## src/rtl/neuron_pkg.sv

```systemverilog
// Shared types, sizes and default weight/bias sets
// for the 7x7 four-neuron scoring block.
package neuron_pkg;

    localparam int WIN   = 7;
    localparam int PIX_W = 8;
    localparam int N_OUT = 4;

    typedef logic        [7:0]  pixel_t;
    typedef logic signed [7:0]  weight_t;
    typedef logic signed [15:0] bias_t;
    typedef logic signed [23:0] acc_t;

    typedef weight_t [WIN-1:0][WIN-1:0] w_grid_t;
    typedef w_grid_t [N_OUT-1:0]        w_set_t;
    typedef bias_t   [N_OUT-1:0]        b_set_t;

    // Neuron 0 sums all, 1 picks column 3, 2 picks row 3, 3 negates all.
    function automatic w_set_t w_default();
        w_set_t w;
        w = '0;
        for (int k = 0; k < N_OUT; k++) begin
            for (int r = 0; r < WIN; r++) begin
                for (int c = 0; c < WIN; c++) begin
                    unique case (1'b1)
                        (k == 0): w[k][r][c] = 8'sd1;
                        (k == 1): w[k][r][c] = (c == 3) ? 8'sd1 : 8'sd0;
                        (k == 2): w[k][r][c] = (r == 3) ? 8'sd1 : 8'sd0;
                        default:  w[k][r][c] = -8'sd1;
                    endcase
                end
            end
        end
        return w;
    endfunction

    localparam w_set_t W_DEFAULT = w_default();
    localparam b_set_t B_DEFAULT = {16'sd100, 16'sd0, 16'sd0, 16'sd0};

endpackage

```

## src/rtl/neuron_dot.sv

```systemverilog
// One neuron: registered row sums, then total + bias + optional ReLU
// into a sign-extended 32-bit score register.
module neuron_dot
    import neuron_pkg::*;
#(
    parameter bit      RELU_EN = 1'b1,
    parameter w_grid_t WEIGHTS = '0,
    parameter bias_t   BIAS    = '0
) (
    input  logic                     clk,
    input  logic                     reset,
    input  logic                     v1,
    input  logic                     v2,
    input  logic [WIN*WIN*PIX_W-1:0] pix,
    output logic [31:0]              score
);

    typedef logic signed [16:0] prod_t;
    typedef logic signed [19:0] row_t;
    typedef logic signed [22:0] tot_t;

    prod_t prod  [WIN][WIN];
    row_t  row_d [WIN];
    row_t  row_q [WIN];
    tot_t  tot;
    acc_t  acc;
    acc_t  res;

    // Pixels are unsigned, so widen with a zero sign bit before the signed MAC.
    always_comb begin
        for (int r = 0; r < WIN; r++) begin
            for (int c = 0; c < WIN; c++) begin
                prod[r][c] = 17'($signed({1'b0, pix[(r*WIN+c)*PIX_W +: PIX_W]}))
                           * 17'($signed(WEIGHTS[r][c]));
            end
        end
    end

    always_comb begin
        for (int r = 0; r < WIN; r++) begin
            row_d[r] = '0;
            for (int c = 0; c < WIN; c++) begin
                row_d[r] = row_d[r] + 20'(prod[r][c]);
            end
        end
    end

    always_ff @(posedge clk) begin
        if (!reset) begin
            for (int r = 0; r < WIN; r++) begin
                row_q[r] <= '0;
            end
        end else if (v1) begin
            for (int r = 0; r < WIN; r++) begin
                row_q[r] <= row_d[r];
            end
        end
    end

    always_comb begin
        tot = '0;
        for (int r = 0; r < WIN; r++) begin
            tot = tot + 23'(row_q[r]);
        end
        acc = 24'(tot) + 24'(BIAS);
        res = (RELU_EN && (acc < 0)) ? '0 : acc;
    end

    always_ff @(posedge clk) begin
        if (!reset) begin
            score <= '0;
        end else if (v2) begin
            score <= 32'(res);
        end
    end

endmodule

```

## src/rtl/neuron_unit.sv

```systemverilog
// Four-neuron 7x7 window scorer: window capture stage and valid
// pipeline feeding one neuron_dot per output symbol.
module neuron_unit
    import neuron_pkg::*;
#(
    parameter bit     RELU_EN = 1'b1,
    parameter w_set_t WEIGHTS = W_DEFAULT,
    parameter b_set_t BIASES  = B_DEFAULT
) (
    input  logic        clk,
    input  logic        reset,
    input  logic        de_in,
    input  logic [55:0] line_0_in,
    input  logic [55:0] line_1_in,
    input  logic [55:0] line_2_in,
    input  logic [55:0] line_3_in,
    input  logic [55:0] line_4_in,
    input  logic [55:0] line_5_in,
    input  logic [55:0] line_6_in,
    output logic [31:0] symbol_0,
    output logic [31:0] symbol_1,
    output logic [31:0] symbol_2,
    output logic [31:0] symbol_3
);

    localparam int LINE_W = WIN * PIX_W;
    localparam int PIX_N  = WIN * WIN * PIX_W;

    logic [LINE_W-1:0] line [WIN];
    logic [PIX_N-1:0]  pix_d;
    logic [PIX_N-1:0]  pix_q;
    logic              v1;
    logic              v2;
    logic [31:0]       sym [N_OUT];

    assign line[0] = line_0_in;
    assign line[1] = line_1_in;
    assign line[2] = line_2_in;
    assign line[3] = line_3_in;
    assign line[4] = line_4_in;
    assign line[5] = line_5_in;
    assign line[6] = line_6_in;

    // Column 0 sits in the top byte of each row bus.
    always_comb begin
        pix_d = '0;
        for (int r = 0; r < WIN; r++) begin
            for (int c = 0; c < WIN; c++) begin
                pix_d[(r*WIN+c)*PIX_W +: PIX_W] =
                    line[r][LINE_W-1-c*PIX_W -: PIX_W];
            end
        end
    end

    always_ff @(posedge clk) begin
        if (!reset) begin
            v1    <= 1'b0;
            v2    <= 1'b0;
            pix_q <= '0;
        end else begin
            v1 <= de_in;
            v2 <= v1;
            if (de_in) begin
                pix_q <= pix_d;
            end
        end
    end

    for (genvar k = 0; k < N_OUT; k++) begin : g_dot
        neuron_dot #(
            .RELU_EN (RELU_EN),
            .WEIGHTS (WEIGHTS[k]),
            .BIAS    (BIASES[k])
        ) u_dot (
            .clk   (clk),
            .reset (reset),
            .v1    (v1),
            .v2    (v2),
            .pix   (pix_q),
            .score (sym[k])
        );
    end

    assign symbol_0 = sym[0];
    assign symbol_1 = sym[1];
    assign symbol_2 = sym[2];
    assign symbol_3 = sym[3];

endmodule

```

## config.mk

```make
export PLATFORM = sky130hd
export DESIGN_NAME = neuron_unit
export DESIGN_NICKNAME = d
export VERILOG_FILES = /design/src/rtl/neuron_pkg.sv /design/src/rtl/neuron_dot.sv /design/src/rtl/neuron_unit.sv
export SDC_FILE = /design/constraint.sdc
export NUM_CORES = 2
export LEC_CHECK = 0
export CAP_MARGIN = 25
export CORE_MARGIN = 2
export CORE_UTILIZATION = 36
export CTS_BUF_LIST = sky130_fd_sc_hd__clkbuf_2
export DETAILED_ROUTE_END_ITERATION = 7
export PLACE_DENSITY = 0.6
export SLEW_MARGIN = 30
export SYNTH_ARGS = -nofsm -noshare
export SYNTH_HDL_FRONTEND = slang
export SYNTH_SLANG_ARGS = --single-unit
```

## constraint.sdc

```tcl
create_clock -name clk -period 12.8 [get_ports clk]
set_input_delay 1.92 -clock clk [delete_from_list [all_inputs] [get_ports clk]]
set_output_delay 1.92 -clock clk [all_outputs]
set_load 0.005 [all_outputs]
```

Word-level counts from Yosys, hierarchy flattened
Memories as Yosys holds them, arrays and structs flattened.
Index checks and enable logic that the tools add are counted.
W data, S select, Z words.
{"block": "classes", "add_sub_neg": 158, "n_mul": 0, "n_div": 0, "order_cmp": 4, "eq_ne": 0, "shifts": 0, "mux": 36, "bitwise": 28, "reduce_logical": 0}
{"operator": "$neg A8 Y17", "n": 49}
{"operator": "$add A20 B9 Y20", "n": 35}
{"operator": "$add A20 B17 Y20", "n": 28}
{"operator": "$mux W20", "n": 21}
{"operator": "$add A23 B20 Y23", "n": 16}
{"operator": "$add A18 B17 Y19", "n": 7}
{"operator": "$add A17 B17 Y18", "n": 7}
{"operator": "$mux W24", "n": 4}
{"operator": "$add A21 B20 Y22", "n": 4}
{"operator": "$add A20 B20 Y21", "n": 4}
{"operator": "$lt A23 B1 Y1 const B", "n": 3}
{"operator": "$add A8 B8 Y9", "n": 7}
{"operator": "$mux W8", "n": 7}
{"operator": "$or A1 B1 Y1", "n": 28}
{"operator": "$add A23 B8 Y24 const B", "n": 1}
{"operator": "$lt A24 B1 Y1 const B", "n": 1}
{"operator": "$mux W1", "n": 4}
{"block": "totals", "reg_bits": 490, "latch_bits": 0, "ramBits": 476, "romBits": 0, "in_bits": 395, "out_inout_bits": 128, "word_cells": 237, "mem_count": 4}
{"memory": "g_dot[0].u_dot.row_q", "depth": 7, "width": 20, "read_ports": 7, "rd_clocked_by_memory_dff": 0, "wr": 7, "line": "neuron_dot.sv:24", "rtl": "row_t row_q [WIN];"}
{"memory": "g_dot[2].u_dot.row_q", "depth": 7, "width": 20, "read_ports": 7, "rd_clocked_by_memory_dff": 0, "wr": 7, "line": "neuron_dot.sv:24"}
{"memory": "g_dot[3].u_dot.row_q", "depth": 7, "width": 20, "read_ports": 7, "rd_clocked_by_memory_dff": 0, "wr": 7, "line": "neuron_dot.sv:24"}
{"memory": "g_dot[1].u_dot.row_q", "depth": 7, "width": 8, "read_ports": 7, "rd_clocked_by_memory_dff": 0, "wr": 7, "line": "neuron_dot.sv:24"}

Logic depth before layout (Yosys ltp)
An unclocked memory read counts as a cell.
{"block": "depth", "depth_word": 10, "depth_mapped": 33, "mapped_depth_nobuf": 31}

Cells and area by module
From an unflattened synthesis, not the netlist that was laid out.
{"block": "unflattened", "cells_unflattened": 7541, "hier_area_um2": 74378.8}
{"mod": "neuron_dot (g_dot[3].u_dot)", "n_inst": 1, "cells_per_inst": 4035, "area_each_um2": 37029.3, "seq_area_each_um2": 4664.5}
{"mod": "neuron_dot (g_dot[0].u_dot)", "n_inst": 1, "cells_per_inst": 1632, "area_each_um2": 15526.1, "seq_area_each_um2": 2592.5}
{"mod": "neuron_unit", "n_inst": 1, "cells_per_inst": 1268, "area_each_um2": 15255.9, "seq_area_each_um2": 7887.6}
{"mod": "neuron_dot (g_dot[1].u_dot)", "n_inst": 1, "cells_per_inst": 362, "area_each_um2": 4159.0, "seq_area_each_um2": 1901.8}
{"mod": "neuron_dot (g_dot[2].u_dot)", "n_inst": 1, "cells_per_inst": 244, "area_each_um2": 2408.6, "seq_area_each_um2": 550.5}

Worst setup path after synthesis
OpenSTA, ideal clock, no wires.
{"block": "synth_path", "kind": "input to register", "start": "input port reset", "end": "memory g_dot[0].u_dot.row_q[0][0] (netlist name) (enable)", "setup_ns": 0.685, "t_arrival_ns": 8.447, "required_ns": 12.115, "slack_ns": 3.668, "stages": 3, "n_path_buf": 2, "path_cell_list": "clkbuf_1 > clkbuf_1 > nand2b_1"}
{"item": "from (decl)", "line": "neuron_unit.sv:11", "rtl": "input logic reset,"}
{"item": "to (decl)", "line": "neuron_dot.sv:24"}

==> impl_metrics.yaml <==
run_status:
  outcome: "complete, no violations"
flow_run:
  max_cap_violations: 0
critical_path:
  ff2ff_setup_slack_ns: 4.79
  crit_top_cell: "fa_1"
  path_class: "register to register"
  critPathTopFamily: "adder cells"
  path_max_fanout: 5
  endpoint_kind: "register"
  slowest_delay_ns: 0.77
  path_buf_inv: 1
  critical_path_required_ns: 14.22
  critPathLaunchType: "register"
  cp_slowest_cell: "a2111oi_0"
  arrival_ns: 9.43
sta:
  final.setup.tns_ns: 0
  final.period_utilization: 0.626
  setup_viol: 0
  rsz0062_at_grt: "no"
  clock-skew-final_ns: 0.171
  finalHoldViolations: 0
  worst_pin_slew_ns: 1.20
  slew_headroom: 0.198
  slew_viol_final: 0
  max_freq_mhz: 125
  fin_crit_ns: 8.01
drt:
  detail_route.first_pass.iterations: 5
  postRouteAntennaNets: 0
  vias: 51353
  drcViolationCount: 0
  drt-wirelength-per-cell_um: 19.9
  vias_per_cell: 4.87
  routed_wl_um: 210000
  drtIter0Drc: 2905
yosys:
  yosys.area.top_type_share: 0.249
  synth_area_leaders: "fa_1 25%, dfxtp_1 13%, edfxtp_1 11%"
  yosys.area_share.simple: 0.138
  ys.flop_type: "dfxtp_1"
  syn_inst: 7200
  synth_top_family_by_area: "adder cells"
  synthXorXnorAreaFrac: 0.0760
  synth_seq_cells: 727
  synthMuxAreaShare: 0.0594
  ys_warn_count: 0
  ys_types: 91
  synth_edf_count: 273
  synth_compound_area_frac: 0.0699
  synth_area_leader_cell: "fa_1"
  synth_fa_ha_area_frac: 0.348
  ys_async_sr_fraction: 0
  synth_area_per_cell_um2: 10.0
  seq_area_frac_synth: 0.239
  syn_area_um2: 72200
die:
  fp.dieW_um: 452
  io_pins: 523
  die_area_um2: 204000
  row_count: 164
  fp.coreArea_um2: 199000
  die_h_um: 452
  start_util: 0.362
layout:
  syn_to_final_growth_pct: 12.7
  drive_gt1_frac: 0.0514
  final_util: 0.408
  num-fill-cells: 19722
  final_nets: 9598
place:
  hpwl_um: 176000
  port_buffers: 454
  gp_congestion: 0.912
clock_network:
  cts_setup_buffers: 0
  clkSinkCount: 727
  holdBufCountCts: 0
  ctsResizeCount: 0
  clk_pin_slew_ns: 0.10
  h-tree-depth: 4
  cts_buffer_depth: 3
  tritoncts: "done"
  cts_buffers: 206
  clock-root-buffer: "clkbuf_2"
  clk_latency_ns: 1.77
min_path:
  hold_class: "register to register"
grt:
  first_global_vias: 53683
  grt_overflow: 0
  grt_first_pass_wirelength_um: 321000
  antenna_found_initial: 6
  grt_max_degree: 168
  grt_usage: 0.206
[Yosys cell counts, types with 57 or more instances]
| cell type | n |
|---|---|
| o21bai_1 | 87 |
| mux2i_1 | 423 |
| inv_1 | 1040 |
| and3_1 | 57 |
| a21oi_1 | 259 |
| nor2b_1 | 495 |
| buf_4 | 70 |
| fa_1 | 898 |
| a21o_1 | 104 |
| or3_1 | 70 |
| dfxtp_1 | 454 |
| nand2_1 | 344 |
| nand3_1 | 92 |
| o21ai_0 | 99 |
| nor3_1 | 197 |
| edfxtp_1 | 273 |
| xnor2_1 | 415 |
| clkbuf_1 | 99 |
| xor2_1 | 206 |
| ha_1 | 572 |
| nor2_1 | 426 |
[flip-flops by register name, summed over array words and instances (netlist names)]
signal and count:
pix_q 392, g_dot.u_dot.row_q 273, g_dot.u_dot.score 60, v1 1
v2 1
[per-layer routing]
| metal | share of wire | track usage | vias up | routed length (µm) |
|---|---|---|---|---|
| met1 | 0.44 | 0.266 | 25263 | 91900 |
| met4 | 0.025 | 0.0557 | 4 | 5320 |
| li1 | - | - | 24670 | - |
| met3 | 0.041 | 0.0284 | 267 | 8610 |
| met5 | 0.00013 | 0 | - | 27 |
| met2 | 0.50 | 0.360 | 1149 | 104000 |
[cell type report]
class	count	area (µm²)	share of cell area
clock inverter	64	382	0.00469
sequential	727	17300	0.212
inverter	1041	3910	0.0480
tap	2656	3320	0.0408
clock buffer	298	1490	0.0183
multi-input combinational	5289	50200	0.617
timing repair buffer	468	4720	0.0581
antenna	12	30.0	0.000369
[per-stage QoR]
| stage | hold WS, ns | cell area [µm²] | worst slack [ns] | instances |
|---|---|---|---|---|
| 6_report | 0.454 | 81400 | 4.79 | 10555 |
| 5_1_grt | 0.466 | 81400 | 4.20 | 10554 |
| 4_1_cts | 0.456 | 81300 | 4.80 | 10543 |
| 3_5_place_dp | 0.444 | 79400 | 4.82 | 10181 |
| 3_3_place_gp | 0.439 | 79400 | 4.93 | 10181 |
| 2_1_floorplan | 0.442 | 72500 | 3.67 | 7267 |
[worst reg2reg max path: cells and delay by family, from the launching register on]
kind	cells	cell delay [ns]
AND/OR/NAND/NOR	6	0.98
buffers and inverters	1	0.13
XOR/XNOR	3	0.65
AO/OA/AOI/OAI	9	2.40
adder cells (fa/ha/maj)	7	3.09
flip-flops	1	0.45
[cells in the final DEF, fill, tap and decap left out, types with 57 or more instances in the layout]
cell             instances
a21o_1                 104
mux2i_1                423
edfxtp_1               273
nor3_1                 197
xor2_1                 206
dfxtp_1                453
nand3_1                 92
conb_1                  68
fa_1                   898
o21bai_1                87
inv_1                 1040
nor2_1                 426
o21ai_0                 99
ha_1                   572
clkdlybuf4s50_1        452
nand2_1                343
or3_1                   70
xnor2_1                413
nor2b_1                494
clkbuf_2               298
a21oi_1                259
and3_1                  57
[worst paths after layout]
path                                               start  depth (start not counted)                     endpoint
worst max-delay path                          pix_q[128]                         26  g_dot[3].u_dot.row_q[0][59]
worst min-delay path            g_dot[3].u_dot.score[13]                          2     g_dot[3].u_dot.score[13]
worst max register to register                pix_q[128]                         26  g_dot[3].u_dot.row_q[0][59]
worst min register to register  g_dot[3].u_dot.score[13]                          2     g_dot[3].u_dot.score[13]
[cell families after synthesis]
kind of cell / Yosys count
simple gates: 1934
fa+ha+maj: 1470
buf+inv: 1251
compound gates: 766
flops: 727
xor+xnor: 624
mux: 427
other cells: 1
Power is left out: the tool's default activity adds up to more than one toggle a clock period on the data nets, which glitch-free logic cannot reach.
